## src/rtl/fetch_pkg.sv

```systemverilog
// Shared constants and types for the instruction fetch unit.
package fetch_pkg;

    localparam logic [31:0] NOP_INSN         = 32'h0000_0000;
    localparam logic [31:0] PC_INC           = 32'd1;
    localparam logic [31:0] DEFAULT_RESET_PC = 32'h0000_0000;
    localparam int          FD_ENTRY_W       = 64;

    // One buffered instruction as presented to the F/D latch.
    typedef struct packed {
        logic [31:0] pc;
        logic [31:0] ir;
    } fd_entry_t;

endpackage

```

## src/rtl/fetch_buf.sv

```systemverilog
// Small synchronous FIFO used for the PC queue and the fetched-instruction queue.
module fetch_buf #(
    parameter int WIDTH = 32,
    parameter int DEPTH = 2
) (
    input  logic                         clk,
    input  logic                         reset,
    input  logic                         flush,
    input  logic                         push,
    input  logic [WIDTH-1:0]             push_data,
    input  logic                         pop,
    output logic [WIDTH-1:0]             head_data,
    output logic [$clog2(DEPTH+1)-1:0]   count
);
    localparam int AW = (DEPTH > 1) ? $clog2(DEPTH) : 1;
    localparam int CW = $clog2(DEPTH + 1);

    logic [WIDTH-1:0] mem [DEPTH];
    logic [AW-1:0]    rd_ptr;
    logic [AW-1:0]    wr_ptr;
    logic             do_push;
    logic             do_pop;

    // A pop on an empty queue is ignored; a push into a full queue only lands
    // when the same cycle also frees a slot.
    assign do_pop  = pop && (count != '0);
    assign do_push = push && ((count != CW'(DEPTH)) || do_pop);

    always_ff @(posedge clk) begin
        // NOTE: state registers use <= so every flop samples pre-edge values.
        if (reset || flush) begin
            rd_ptr <= '0;
            wr_ptr <= '0;
            count  <= '0;
        end else begin
            if (do_push) wr_ptr <= wr_ptr + AW'(1);
            if (do_pop)  rd_ptr <= rd_ptr + AW'(1);
            case ({do_push, do_pop})
                2'b10:   count <= count + CW'(1);
                2'b01:   count <= count - CW'(1);
                default: count <= count;
            endcase
        end
    end

    // NOTE: storage is not reset; count gates every use of its contents.
    always_ff @(posedge clk) begin
        if (do_push && !flush && !reset) mem[wr_ptr] <= push_data;
    end

    assign head_data = mem[rd_ptr];

endmodule

```

## src/rtl/fetch_unit.sv

```systemverilog
// Fetch stage: issues word reads, tracks their PCs, and presents fetched instructions to decode.
module fetch_unit
    import fetch_pkg::*;
#(
    parameter logic [31:0] RESET_PC  = DEFAULT_RESET_PC,
    parameter int          BUF_DEPTH = 2
) (
    input  logic        clk,
    input  logic        reset,
    input  logic        stall,
    input  logic        redirect,
    input  logic [31:0] redirect_pc,
    output logic        imem_req_valid,
    input  logic        imem_req_ready,
    output logic [31:0] imem_req_addr,
    input  logic        imem_rsp_valid,
    input  logic [31:0] imem_rsp_data,
    output logic        fd_valid,
    output logic [31:0] fd_pc,
    output logic [31:0] fd_ir
);
    localparam int CW = $clog2(BUF_DEPTH + 1);
    localparam int OW = CW + 2;

    logic [31:0]   fetch_pc;
    logic [CW-1:0] drop_cnt;
    logic [CW-1:0] drop_nxt;
    logic [CW-1:0] inflight;
    logic [CW-1:0] buffered;
    logic [OW-1:0] occ;
    logic          req_fire;
    logic          rsp_keep;
    logic          out_pop;
    logic [31:0]   pcq_head;
    fd_entry_t     out_push;
    fd_entry_t     out_head;

    // Responses still owed to a flushed stream count against capacity until they drain.
    assign occ = OW'(inflight) + OW'(buffered) + OW'(drop_cnt);

    assign imem_req_valid = !reset && !redirect && (occ < OW'(BUF_DEPTH));
    assign imem_req_addr  = fetch_pc;
    assign req_fire       = imem_req_valid && imem_req_ready;

    assign rsp_keep = imem_rsp_valid && !redirect && (drop_cnt == '0);
    assign out_push = '{pc: pcq_head, ir: imem_rsp_data};

    // Presented values come straight off registered queue state, so they only move on edges.
    assign fd_valid = (buffered != '0);
    assign out_pop  = fd_valid && !stall;
    assign fd_pc    = fd_valid ? out_head.pc : 32'h0;
    assign fd_ir    = fd_valid ? out_head.ir : NOP_INSN;

    always_comb begin
        // NOTE: default first so every path assigns drop_nxt and no latch is inferred.
        drop_nxt = drop_cnt;
        if (redirect) begin
            drop_nxt = CW'(OW'(drop_cnt) + OW'(inflight) - (imem_rsp_valid ? OW'(1) : OW'(0)));
        end else if (imem_rsp_valid && (drop_cnt != '0)) begin
            drop_nxt = drop_cnt - CW'(1);
        end
    end

    always_ff @(posedge clk) begin
        if (reset) begin
            fetch_pc <= RESET_PC;
            drop_cnt <= '0;
        end else begin
            drop_cnt <= drop_nxt;
            if (redirect) begin
                fetch_pc <= redirect_pc;
            end else if (req_fire) begin
                fetch_pc <= fetch_pc + PC_INC;
            end
        end
    end

    fetch_buf #(
        .WIDTH (32),
        .DEPTH (BUF_DEPTH)
    ) u_pc_queue (
        .clk       (clk),
        .reset     (reset),
        .flush     (redirect),
        .push      (req_fire),
        .push_data (fetch_pc),
        .pop       (rsp_keep),
        .head_data (pcq_head),
        .count     (inflight)
    );

    fetch_buf #(
        .WIDTH (FD_ENTRY_W),
        .DEPTH (BUF_DEPTH)
    ) u_out_queue (
        .clk       (clk),
        .reset     (reset),
        .flush     (redirect),
        .push      (rsp_keep),
        .push_data (out_push),
        .pop       (out_pop),
        .head_data (out_head),
        .count     (buffered)
    );

endmodule

```

## config.mk

```make
export PLATFORM = sky130hd
export DESIGN_NAME = fetch_unit
export DESIGN_NICKNAME = d
export VERILOG_FILES = /design/src/rtl/fetch_pkg.sv /design/src/rtl/fetch_buf.sv /design/src/rtl/fetch_unit.sv
export SDC_FILE = /design/constraint.sdc
export NUM_CORES = 1
export LEC_CHECK = 0
export CORE_AREA = 2 2 145 147
export DETAILED_ROUTE_END_ITERATION = 10
export DIE_AREA = 0 0 147 149
export PLACE_DENSITY_LB_ADDON = 0.25
export SKIP_LAST_GASP = 1
export SLEW_MARGIN = 20
export SYNTH_ARGS = -nofsm -noshare
export SYNTH_HDL_FRONTEND = slang
export SYNTH_SLANG_ARGS = --single-unit
```

## constraint.sdc

```tcl
create_clock -name clk -period 7.1 [get_ports clk]
set_input_delay 1.065 -clock clk [delete_from_list [all_inputs] [get_ports clk]]
set_output_delay 1.065 -clock clk [all_outputs]
set_load 0.03 [all_outputs]
```

==> results.md <==
- Maximum vdd drop: 126 uV
- Die Y: 149 um
- # nets final: 928
- Slew @ Worst Pin: 1.03 ns
- Tightest Hold Check Type: reg -> reg
- ANT cells: 0
- Highest-count cells in the layout ignoring fill and taps: edfxtp_1 (192), clkdlybuf4s50_1 (167), nor2_1 (99)
- Final antenna-violating net count: 0
- FMAX: 226 MHz
- P_leak: 3.96 nW
- Ys Warns: 0
- First-pass GRT wire length: 32.7 mm
- Gr usage total: 18.9%
- Min Tclk post-route: 4.43 ns
- Most common cell after layout, fill and taps aside: edfxtp_1
- CTS sink count: 236
- Residual DRC: 0
- Crit path max fanout: 18
- Layout area overhead: 28.4%
- Cells after Synth: 687
- CP Launch Type: primary input
- Arr. time, crit path: 3.37 ns
- Compound-cell area share of the yosys netlist: 5.14%
- Layout cells sized above 1: 10.4%
- Row cnt: 53
- Die footprint: 0.0219 sq mm
- Area leader, netlist: edfxtp_1
- Max-Cap Viols: 0
- Final TNS setup: 0 ns
- Slew HR: 30.8%
- Area share of the largest cell type after synthesis: 59.7%
- Outcome: completed
- GRT Residual Overflow: 0
- DR vias/cell: 5.39
- Clk root buf: clkbuf_16
- Power per cell area: 247 mW/mm^2
- Final wirelength: 21.0 mm
- Final instance area: 0.0124 sq mm
- Netlist Area Pre-Place: 0.00966 sq mm
- Via count: 6136
- Initial antenna violation count: 0
- Register area share after synthesis: 68.8%
- Io pins: 168
- Core Footprint: 0.0206 sq mm
- Hold_buf cts: 0
- Post-CTS Resized: 0
- Fin crit share: 62.4%
- Pins over their slew limit: 0
- RSZ-0062 raised after global routing: false
- CTS tree: done
- Prevailing post-synth register cell: edfxtp_1
- Worst Path Required: 6.03 ns
- CTS buffer count: 23
- Drt first pass iters: 5
- Post-Synth XOR/XNOR Area: 1.81%
- Worst Setup End Kind: output port
- Fillers: 1595
- Port buffer count: 167
- Synth Area in Simple Gates: 10.2%
- # H-tree levels: 1
- Synth Register Bits: 236
- Worst Setup SP: redirect
- Crit Path Category: in -> out
- Post-synth EDFFs: 192
- Die W: 147 um
- Synth cell types: 47
- Reg clk slew, reported paths: 0.06 ns
- DR WL/cell: 18.4 um
- Synth Net Count: 767
- Largest family of logic cells by synthesized area: multiplexers
- Placed inst area: 0.0116 sq mm
- Synth top area cells: edfxtp_1 (60%), dfxtp_1 (9.1%), mux2i_1 (6.6%)
- CTS Buffer Depth: 3
- Final hold vios: 0
- Mux contribution to synthesized area: 10.4%
- # setup viols final: 0
- Vias in the first global route: 6138
- Skew final: 0.0153 ns
- Initial DRC Count: 379
- Synth async-reset ratio: 0%
- Setup ws final: 2.67 ns
- Largest net degree at the start of global routing: 65
- Hpwl dp: 14.0 mm
- Place WS: 2.64 ns
- Worst Min Path Start: u_pc_queue.rd_ptr$_SDFFE_PP0P_
- Post-CTS Setup Repair Bufs: 0
- Synth Area in Adders: 1.37%
- Placer Congestion: 0.812
- Syn Area/Cell: 14.1 sq um
- Initial Util: 47.0%
- Reg2reg start: u_pc_queue.count[1]$_SDFFE_PP0P_
- Worst-skew pair later-pin latency: 0.49 ns
[registers in the layout, summed over array words and instances, names as in the netlist, named ones only]
signal / count
u_out_queue.rd_ptr: 1
u_out_queue.mem: 128
u_pc_queue.rd_ptr: 1
drop_cnt: 2
imem_req_addr: 32
u_pc_queue.mem: 64
u_out_queue.count: 2
u_pc_queue.wr_ptr: 1
u_pc_queue.count: 2
u_out_queue.wr_ptr: 1
[per-stage QoR]
step	utilization [%]	cells	power, mW	hold slack (ns)
after global placement	56.5	1097	1.87	0.495
after CTS	60.2	1137	3.08	0.509
after detailed placement	56.5	1097	1.88	0.494
after global routing	60.4	1138	3.17	0.542
final	60.4	1138	3.06	0.508
after floorplan	-	687	1.74	0.481
[power by group]
part | switching, mW | internal [mW]
Sequential | 0.0362 | 1.54
Combinational | 0.154 | 0.121
Clock | 0.484 | 0.728
[metal layers]
layer  track usage (%)  wire length, um
met5                 0                0
met4              5.63              458
met3              3.43             1630
met2              31.3             9850
met1              25.8             9050
[worst max-delay path, stage by stage]
cell and delay [ns]:
clkdlybuf4s50_1 0.73, or2_2 0.57, nor4b_1 0.28, clkdlybuf4s50_1 0.72
[final cells by class]
type	instances	area [sq um]	area share [%]
Clock buffer	31	626	5.04
Tap cell	275	344	2.77
Clock inverter	9	126	1.02
Sequential cell	236	6650	53.6
Inverter	18	67.6	0.544
Multi-Input combinational cell	393	2840	22.9
Timing Repair Buffer	176	1760	14.2
[final timing paths]
check | slack [ns] | to | cells after the start
worst min-delay path | 0.51 | register | 2
worst max-delay path | 2.67 | imem_req_valid | 4
worst max register to register | 3.25 | u_pc_queue.mem[0][27]$_DFFE_PP_ | 8
worst min register to register | 0.51 | register | 2
[cells by family (layout without fill, tap and decap cells)]
kind of cell,count (synthesis),in the layout
AND/OR/NAND/NOR,199,199
buffers and inverters,58,234
XOR/XNOR,20,20
multiplexers,96,96
AO/OA/AOI/OAI,68,68
adder cells (fa/ha/maj),10,10
flip-flops,236,236
[cells in the mapped netlist, types with 11 or more instances]
master and instances:
a311oi_1 13, clkbuf_1 30, dfxtp_1 44, edfxtp_1 192, inv_1 17, mux2_2 32
mux2i_1 64, nand2_1 24, nand3_1 14, nor2_1 101, o31ai_1 11, or4_1 15
xnor2_1 11
(Power assumes the default switching activity.)
